### src/rtl/if_pkg.sv
// Shared types for the instruction-fetch stage.
// Holds the fetch FSM state encoding and the instruction width.
package if_pkg;

  localparam int ILEN = 32;

  typedef enum logic [2:0] {
    IDLE,
    REQ,
    WAIT,
    DRAIN,
    HALT
  } if_state_e;

endpackage

### src/rtl/if_pc_gen.sv
// Fetch PC generator: next-fetch pc, in-flight pc_if, increment and redirect.
// Redirect targets are always word-aligned here; misalignment is judged upstream.
module if_pc_gen
  import if_pkg::*;
#(
  parameter int          XLEN     = 32,
  parameter int          IMEM_AW  = 6,
  parameter logic [31:0] RESET_PC = 32'h0000_0000
) (
  input  logic               clk,
  input  logic               rst,
  input  logic               redirect,
  input  logic [XLEN-1:0]    redirect_pc,
  input  logic               advance,
  output logic [XLEN-1:0]    pc,
  output logic [XLEN-1:0]    pc_if,
  output logic [IMEM_AW-1:0] addr
);

  localparam logic [XLEN-1:0] PC0  = XLEN'(RESET_PC);
  localparam logic [XLEN-1:0] STEP = XLEN'(4);

  logic [1:0] unused_lo;

  assign unused_lo = redirect_pc[1:0];
  assign addr      = pc[IMEM_AW+1:2];

  always_ff @(posedge clk or posedge rst) begin
    if (rst) begin
      pc    <= {PC0[XLEN-1:2], 2'b00};
      pc_if <= '0;
    end else begin
      if (advance) begin
        pc_if <= pc;
      end
      // a redirect overrides the increment of a request granted the same edge
      if (redirect) begin
        pc <= {redirect_pc[XLEN-1:2], 2'b00};
      end else if (advance) begin
        pc <= pc + STEP;
      end
    end
  end

endmodule

### src/rtl/if_fetch_unit.sv
// Fetch stage: FSM, imem handshake and one-entry output register to decode.
// Define IF_MISALIGN_CHK_EN to trap misaligned redirects into a marker + HALT.
module if_fetch_unit
  import if_pkg::*;
#(
  parameter int          XLEN     = 32,
  parameter int          IMEM_AW  = 6,
  parameter logic [31:0] RESET_PC = 32'h0000_0000
) (
  input  logic               clk,
  input  logic               rst,
  input  logic               redirect_valid,
  input  logic [XLEN-1:0]    redirect_pc,
  output logic               imem_req,
  output logic [IMEM_AW-1:0] imem_addr,
  input  logic               imem_gnt,
  input  logic               imem_rvalid,
  input  logic [ILEN-1:0]    imem_rdata,
  output logic               inst_valid,
  output logic [ILEN-1:0]    inst_code,
  output logic [XLEN-1:0]    inst_pc,
  input  logic               inst_ready,
  output logic               inst_misalign
);

  if_state_e state, state_n;

  logic [XLEN-1:0] pc;
  logic [XLEN-1:0] pc_if;
  logic            redir;
  logic            free;
  logic            adv;
  logic            ld_rsp;
  logic            ld_mark;
  logic            clr;
  logic            err_pend;
  logic [XLEN-1:0] err_pc;

  assign redir   = redirect_valid && (state != IDLE);
  assign free    = !inst_valid || inst_ready;
  assign imem_req = (state == REQ) && !err_pend && free;
  assign adv     = imem_req && imem_gnt;
  assign ld_rsp  = (state == WAIT) && imem_rvalid && !redir;
  assign ld_mark = (state == REQ) && err_pend && free && !redir;
  assign clr     = redir
                || (inst_valid && inst_ready && !ld_rsp && !ld_mark);

  if_pc_gen #(
    .XLEN     (XLEN),
    .IMEM_AW  (IMEM_AW),
    .RESET_PC (RESET_PC)
  ) u_pc_gen (
    .clk         (clk),
    .rst         (rst),
    .redirect    (redir),
    .redirect_pc (redirect_pc),
    .advance     (adv),
    .pc          (pc),
    .pc_if       (pc_if),
    .addr        (imem_addr)
  );

`ifdef IF_MISALIGN_CHK_EN
  logic mis;

  assign mis = |redirect_pc[1:0];

  // the unaligned target is kept verbatim for the marker entry
  always_ff @(posedge clk or posedge rst) begin
    if (rst) begin
      err_pend <= 1'b0;
      err_pc   <= '0;
    end else if (redir) begin
      err_pend <= mis;
      err_pc   <= redirect_pc;
    end else if (ld_mark) begin
      err_pend <= 1'b0;
    end
  end
`else
  assign err_pend = 1'b0;
  assign err_pc   = '0;
`endif

  always_ff @(posedge clk or posedge rst) begin
    if (rst) begin
      state <= IDLE;
    end else begin
      state <= state_n;
    end
  end

  always_comb begin
    state_n = state;
    unique case (state)
      IDLE: state_n = REQ;
      REQ: begin
        if (redir) begin
          state_n = adv ? DRAIN : REQ;
        end else if (ld_mark) begin
          state_n = HALT;
        end else if (adv) begin
          state_n = WAIT;
        end
      end
      WAIT: begin
        if (imem_rvalid) begin
          state_n = REQ;
        end else if (redir) begin
          state_n = DRAIN;
        end
      end
      DRAIN: begin
        if (imem_rvalid) begin
          state_n = REQ;
        end
      end
      HALT: begin
        if (redir) begin
          state_n = REQ;
        end
      end
      default: state_n = IDLE;
    endcase
  end

  always_ff @(posedge clk or posedge rst) begin
    if (rst) begin
      inst_valid    <= 1'b0;
      inst_code     <= '0;
      inst_pc       <= '0;
      inst_misalign <= 1'b0;
    end else begin
      unique case (1'b1)
        ld_rsp: begin
          inst_valid    <= 1'b1;
          inst_code     <= imem_rdata;
          inst_pc       <= pc_if;
          inst_misalign <= 1'b0;
        end
        ld_mark: begin
          inst_valid    <= 1'b1;
          inst_code     <= '0;
          inst_pc       <= err_pc;
          inst_misalign <= 1'b1;
        end
        clr: begin
          inst_valid    <= 1'b0;
          inst_code     <= '0;
          inst_pc       <= '0;
          inst_misalign <= 1'b0;
        end
        default: ;
      endcase
    end
  end

endmodule

### config.mk
export PLATFORM = sky130hd
export DESIGN_NAME = if_fetch_unit
export DESIGN_NICKNAME = d
export VERILOG_FILES = /design/src/rtl/if_pkg.sv /design/src/rtl/if_pc_gen.sv /design/src/rtl/if_fetch_unit.sv
export SDC_FILE = /design/constraint.sdc
export NUM_CORES = 1
export LEC_CHECK = 0
export ABC_CLOCK_PERIOD_IN_PS = 3900
export BUFFER_PORTS_ARGS = -buffer_cell sky130_fd_sc_hd__clkbuf_2
export CORE_AREA = 2 2 103 105
export DETAILED_ROUTE_END_ITERATION = 8
export DIE_AREA = 0 0 105 107
export PLACE_DENSITY = 0.79
export SLEW_MARGIN = 30
export SYNTH_ARGS = -nofsm -noshare
export SYNTH_HDL_FRONTEND = slang
export SYNTH_SLANG_ARGS = --single-unit
### constraint.sdc
create_clock -name clk -period 3.9 [get_ports clk]
set_input_delay 0.195 -clock clk [delete_from_list [all_inputs] [get_ports clk]]
set_output_delay 0.195 -clock clk [all_outputs]
set_load 0.02 [all_outputs]
Yosys cells after proc, flatten, opt, wreduce, memory -nomap -nowiden
Cells that the tools add are included.
Storage, ports and cells
  flip-flop bits (word level): 132
  bits in latches: 0
  bits in writable memories: 0
  memory bits (read-only): 0
  input port bits: 70
  output and inout port bits: 73
  logic and storage cells: 45
  memories: 0
Operators by class
  add/subtract/negate cells: 1
  $mul: 0
  div/mod/pow operators: 0
  magnitude comparators: 0
  eq/ne operators: 8
  shift-type cells: 0
  muxes and demuxes: 13
  bitwise logic cells: 0
  reductions and logical operators: 17
Operator list (count)
  case mux 32 bit (2 select lines): 2
  2-to-1 mux 32 bit: 2
  adder 32 x 3 -> 32 bit, second input constant: 1
  2-to-1 mux 3 bit: 6
  case mux 3 bit (5 select lines): 1
  logical AND 1 bit: 7
  == test 3 x 2 -> 1 bit, second input constant: 2
  != test 3 bit, second input constant: 2
  != test 2 bit, second input constant: 2
  AND reduction 4 bit: 1
  nonzero test 2 bit: 2
  == test 3 x 1 -> 1 bit, second input constant: 1
  == test 3 bit, second input constant: 1
  logical NOT 1 bit: 3
  logical NOT 3 bit: 1
  nonzero test 3 bit: 1
  logical OR 1 bit: 2
  2-to-1 mux 2 bit: 1
  case mux 1 bit (2 select lines): 1

Depth between registers and ports, before layout
  word-level depth: 8
  depth in mapped cells: 7
  mapped depth without buffers: 6

Hierarchy
From an unflattened synthesis, not the netlist that was laid out.
Unflattened totals
  cells, all modules: 441
  area total of the unflattened synthesis: 5531.6 um^2
Modules (own cells, without submodules)
  if_pc_gen: instances 1, cells each 274, area each 2934.1 um^2, seq. area each 1501.4 um^2
  if_fetch_unit: instances 1, cells each 167, area each 2597.5 um^2, seq. area each 1676.6 um^2

Least setup slack after synthesis
OpenSTA, ideal clock, no wires.
  path kind: register -> register
  from: reg inst_valid
  to: reg u_pc_gen.pc_if[14]
  library setup time: 0.125 ns
  data arrival time: 1.924 ns
  required time: 3.775 ns
  setup slack: 1.851 ns
  stages on the path, launching flop included: 7
  buffers on the path: 2
  clock period less this slack: 2.049 ns
  cell sequence: dfrtp_1 nor2b_1 clkbuf_2 nor2_1 nand2_1 buf_2 mux2_2
Between the ends
  word-level cells in the longest chain between the ends: 4
Ends and longest elaborated chain
  from (decl): RTL line if_fetch_unit.sv:19  | output logic inst_valid,
  from (signal assigned): RTL line if_fetch_unit.sv:129  | inst_valid <= 1'b0;
  from (signal assigned): RTL line if_fetch_unit.sv:136  | inst_valid <= 1'b1;
  from (signal assigned): RTL line if_fetch_unit.sv:142  | inst_valid <= 1'b1;
  logical NOT 1 bit: RTL line if_fetch_unit.sv:40  | assign free = !inst_valid || inst_ready;
  logical OR 1 bit: RTL line if_fetch_unit.sv:40
  logical AND 1 bit: RTL line if_fetch_unit.sv:41  | assign imem_req = (state == REQ) && !err_pend && free;
  net imem_req: RTL line if_fetch_unit.sv:14  | output logic imem_req,
  logical AND 1 bit: RTL line if_fetch_unit.sv:42  | assign adv = imem_req && imem_gnt;
  to (signal assigned): RTL line if_pc_gen.sv:34  | pc_if <= pc;
  to (decl): RTL line if_pc_gen.sv:16  | output logic [XLEN-1:0] pc_if,
The timed path passes the listed nets, and every way through them passes these cells.
A chain may end at the register's enable or synchronous reset.

Worst setup path after layout
  from: reg inst_valid
  to: reg u_pc_gen.pc_if[19]
Between the ends
  word-level cells in the longest chain between the ends: 4
Ends and longest elaborated chain (RTL line)
  logical NOT 1 bit: if_fetch_unit.sv:40
  logical OR 1 bit: if_fetch_unit.sv:40
  logical AND 1 bit: if_fetch_unit.sv:41
  logical AND 1 bit: if_fetch_unit.sv:42
Every way passes these cells.

==> flow_summary.rst <==
.. list-table::
   :header-rows: 1

   * - Metric
     - Value
   * - Number of iterations in the first detailed-routing pass
     - 5
   * - Global routing usage on met2
     - 43.0%
   * - Die Span X
     - 105 µm
   * - Average footprint of a synthesized cell
     - 12.6 µm²
   * - Half-perimeter wire length after placement
     - 7870 µm
   * - Post-CTS repair timing setup buffer count
     - 0
   * - Combined area of all synthesized cells
     - 0.00519 mm²
   * - Capture instance of the worst register-to-register path
     - u_pc_gen.pc_if[19]$_DFFE_PP0P_
   * - Final hold slack
     - 0.131 ns
   * - Antenna violations before repair
     - 0
   * - Buffer cell driving the clock tree root
     - sky130_fd_sc_hd__clkbuf_8
   * - Arrival time at the worst endpoint
     - 2.84 ns
   * - Initial Util
     - 51.4%
   * - Detailed-route via count
     - 4,201
   * - CP startpoint
     - inst_valid$_DFFE_PP0P_
   * - Data required time at the worst endpoint
     - 4.28 ns
   * - Class of the worst hold path
     - in2reg
   * - Clock tree sinks
     - 126
   * - Share of the cycle needed by the critical path after routing
     - 62.9%
   * - Number of fillers in the final layout
     - 678
   * - Portion of the post-synthesis area used by sequential elements
     - 60.7%
   * - Count of input and output buffers
     - 139
   * - Largest area contributor in the synthesized netlist
     - sky130_fd_sc_hd__dfrtp_1
   * - Number of enable-type register cells in the synthesized netlist
     - 0
   * - Number of synthesized register bits
     - 126
   * - Number of pins exceeding their max-slew limit in the final report
     - 0
   * - Avg Vias per Cell
     - 5.53
   * - GR met3 Demand/Resource
     - 6.02%
   * - Share of Yosys cell area claimed by the top area cell type
     - 60.7%
   * - Final number of setup-violating endpoints
     - 0
   * - Time the worst path needs with I/O delays and setup
     - 2.45 ns
   * - Wire length per cell after detailed routing
     - 17.9 µm
   * - Routed wire length
     - 13,600 µm
   * - Worst clock skew
     - 0.00801 ns
   * - RSZ-0062 raised after global routing
     - false
   * - Startpoint type of the worst setup path
     - flop
   * - Status
     - completed
   * - Post-layout worst setup margin
     - 1.45 ns
   * - Ys Warns
     - 0
   * - Number of CTS-inserted buffers
     - 17
   * - Core Area
     - 0.0101 mm²
   * - Number of global-route vias before repair
     - 4,332
   * - Longest Clk Path Bufs
     - 2
   * - Vertical die dimension
     - 107 µm
   * - Aggregate global-route resource usage
     - 25.4%
   * - Final count of hold timing violations
     - 0
   * - Row Count
     - 37
   * - Capturing element of the worst setup path
     - u_pc_gen.pc_if[19]$_DFFE_PP0P_
   * - Resize count post-CTS
     - 0
   * - Critical path capture point type
     - flop
   * - Final weighted congestion in routability-driven placement
     - 0.798
   * - Maximum fanout encountered on the critical timing path
     - 19
   * - Clk slew on worst S/H paths
     - 0.06 ns
   * - Met1 layer usage reported by global route
     - 32.7%
   * - Slew at the pin closest to its max-slew limit
     - 0.846 ns
   * - Highest-utilization routing layer at the global route stage
     - met2
   * - Slack of the worst reg-to-reg path
     - 1.45 ns
   * - Net count after synthesis
     - 484
   * - Number of max-capacitance violations reported
     - 0
   * - Sum of negative setup slack
     - 0 ns
   * - Share of cells above drive strength 1
     - 35.0%
   * - Cell depth of the worst flop-to-flop path
     - 5
   * - Maximum frequency from static timing analysis
     - 0.407 GHz
   * - Number of nets in the final layout
     - 681
   * - Wire length of the first global-routing pass
     - 22,300 µm
   * - Worst slack at placement
     - 1.45 ns
   * - Static power due to leakage
     - 3.53 nW
   * - Detail Route Antenna Nets
     - 0
   * - Worst relative slew slack
     - 43.6%
   * - Clock tree from TritonCTS
     - built
   * - First DRT Iteration DRCs
     - 300
   * - Final total power
     - 0.00390 W
   * - Ant. Diodes
     - 0
   * - Number of unique standard cell types used by synthesis
     - 42
   * - Syn-to-layout area delta
     - 40.5%
   * - Die area
     - 0.0112 mm²
   * - Share of async-settable or async-resettable flops after synthesis
     - 100%
   * - Gate count of the mapped netlist
     - 413
   * - Global-route congestion overflow total
     - 0
   * - Clock latency at the later pin of the worst-skew pair
     - 0.50 ns
   * - Max IR drop VDD
     - 0.000361 V
   * - Cell types occupying the most area after synthesis
     - sky130_fd_sc_hd__dfrtp_1, sky130_fd_sc_hd__a22o_1, sky130_fd_sc_hd__mux2_2, sky130_fd_sc_hd__xor2_1, sky130_fd_sc_hd__o21ai_0
   * - Top-level I/O count
     - 143
   * - Largest net degree at the start of global routing
     - 73
   * - Top flip-flop cell by instance count after synthesis
     - sky130_fd_sc_hd__dfrtp_1
   * - FF-to-FF Start
     - inst_valid$_DFFE_PP0P_
   * - Total power per unit cell area
     - 534 mW/mm²
   * - Count of H-tree levels built during CTS
     - 4
   * - DRC violation count after routing
     - 0
   * - Critical setup path kind
     - reg2reg
## cell usage after synthesis (2+ instances only)
master and count:
sky130_fd_sc_hd__nand2_1 33, sky130_fd_sc_hd__and4_1 3, sky130_fd_sc_hd__or3_1 2, sky130_fd_sc_hd__buf_4 8, sky130_fd_sc_hd__o21ai_0 32, sky130_fd_sc_hd__nor3_1 2, sky130_fd_sc_hd__nand3_1 14, sky130_fd_sc_hd__nand4_1 13
sky130_fd_sc_hd__and2_1 3, sky130_fd_sc_hd__xnor2_1 6, sky130_fd_sc_hd__and3_1 3, sky130_fd_sc_hd__xor2_1 22, sky130_fd_sc_hd__a22o_1 62, sky130_fd_sc_hd__buf_1 2, sky130_fd_sc_hd__dfrtp_1 126, sky130_fd_sc_hd__nor2_1 7
sky130_fd_sc_hd__clkbuf_1 15, sky130_fd_sc_hd__mux2_2 29, sky130_fd_sc_hd__buf_2 5, sky130_fd_sc_hd__inv_1 4
## state kept, by name, summed over array words and instances, names as in the netlist
register	count
u_pc_gen.pc_if	30
inst_code	32
inst_valid	1
u_pc_gen.pc	30
inst_pc	31
state	2
## kinds of logic after synthesis
group | Yosys count | share of synthesized area [%]
compound gates | 99 | 14.3
flops | 126 | 60.7
other cells | 1 | 0.0722
simple gates | 93 | 10.2
mux | 30 | 6.48
fa+ha+maj | 1 | 0.241
buf+inv | 35 | 3.25
xor+xnor | 28 | 4.72
## power by group
group	leakage (nW)	switching (W)	total, W	internal, W
clock network	0.310	0.000582	0.00172	0.00114
registers	1.64	0.000149	0.00165	0.00150
logic	1.58	0.000262	0.000529	0.000267
total	3.53	0.000993	0.00390	0.00290
## critical path, cell delays in order, from the launching register on
cell and delay, ns:
sky130_fd_sc_hd__dfrtp_1 0.41, sky130_fd_sc_hd__nor2b_1 0.49, sky130_fd_sc_hd__nor2_1 0.17, sky130_fd_sc_hd__nand2_1 0.64, sky130_fd_sc_hd__buf_12 0.26, sky130_fd_sc_hd__mux2_2 0.36
## how the worst min path moves through the flow
stage,start,end,slack [ns],cells past startpoint
6_report,imem_gnt,u_pc_gen.pc[4]$_DFFE_PP0P_,0.13,4
5_1_grt,imem_gnt,u_pc_gen.pc[4]$_DFFE_PP0P_,0.19,4
4_1_cts,imem_gnt,u_pc_gen.pc[4]$_DFFE_PP0P_,0.11,4
3_5_place_dp,redirect_pc[20],u_pc_gen.pc[20]$_DFFE_PP0P_,0.41,3
3_3_place_gp,redirect_pc[7],u_pc_gen.pc[7]$_DFFE_PP0P_,0.40,3
2_1_floorplan,redirect_valid,state[0]$_DFFE_PP0P_,0.29,1
## cell type report
| class | instances | area [µm²] | share of cell area, % |
|---|---|---|---|
| clock buffers | 19 | 442 | 6.05 |
| clock inverters | 13 | 213 | 2.92 |
| inverters | 4 | 17.5 | 0.240 |
| multi-input cells | 252 | 1890 | 25.9 |
| flip-flops and latches | 126 | 3150 | 43.2 |
| well taps | 136 | 170 | 2.33 |
| repair buffers | 209 | 1410 | 19.3 |
## layout by cell type, fill, tap and decap left out, drive strengths merged, types with 3 or more instances in the layout
master,synthesis,layout
xor2,22,22
o21ai,32,32
mux2,29,29
clkinvlp,0,3
inv,4,4
nand4,14,14
dlygate4sd3,0,65
nand3,15,15
nand2,33,33
nor4,3,3
and4,4,4
clkbuf,16,158
dfrtp,126,126
nor2,7,7
a22o,62,62
and3,4,4
and2,3,3
bufinv,0,5
xnor2,6,6
nor3,3,3
buf,15,5
clkinv,0,5
## layer usage
metal	wire length, µm	vias to the layer above
met2	6860	165
met1	5830	2127
li1	-	1893
met3	742	16
met5	0	-
met4	179	0
## through the flow
stage / util, % / cells / instance area, µm²
2_1_floorplan: - / 413 / 5190
3_3_place_gp: 59.3 / 662 / 5980
3_5_place_dp: 59.3 / 662 / 5980
4_1_cts: 72.2 / 759 / 7290
5_1_grt: 72.3 / 759 / 7290
6_report: 72.3 / 759 / 7290
## what timing repair did
action / in CTS / in global routing
hold buffers: 65 / 0
hold endpoints to repair: 134 / 0
endpoints found under the setup margin: 0 / 0
(Power assumes the default switching activity.)
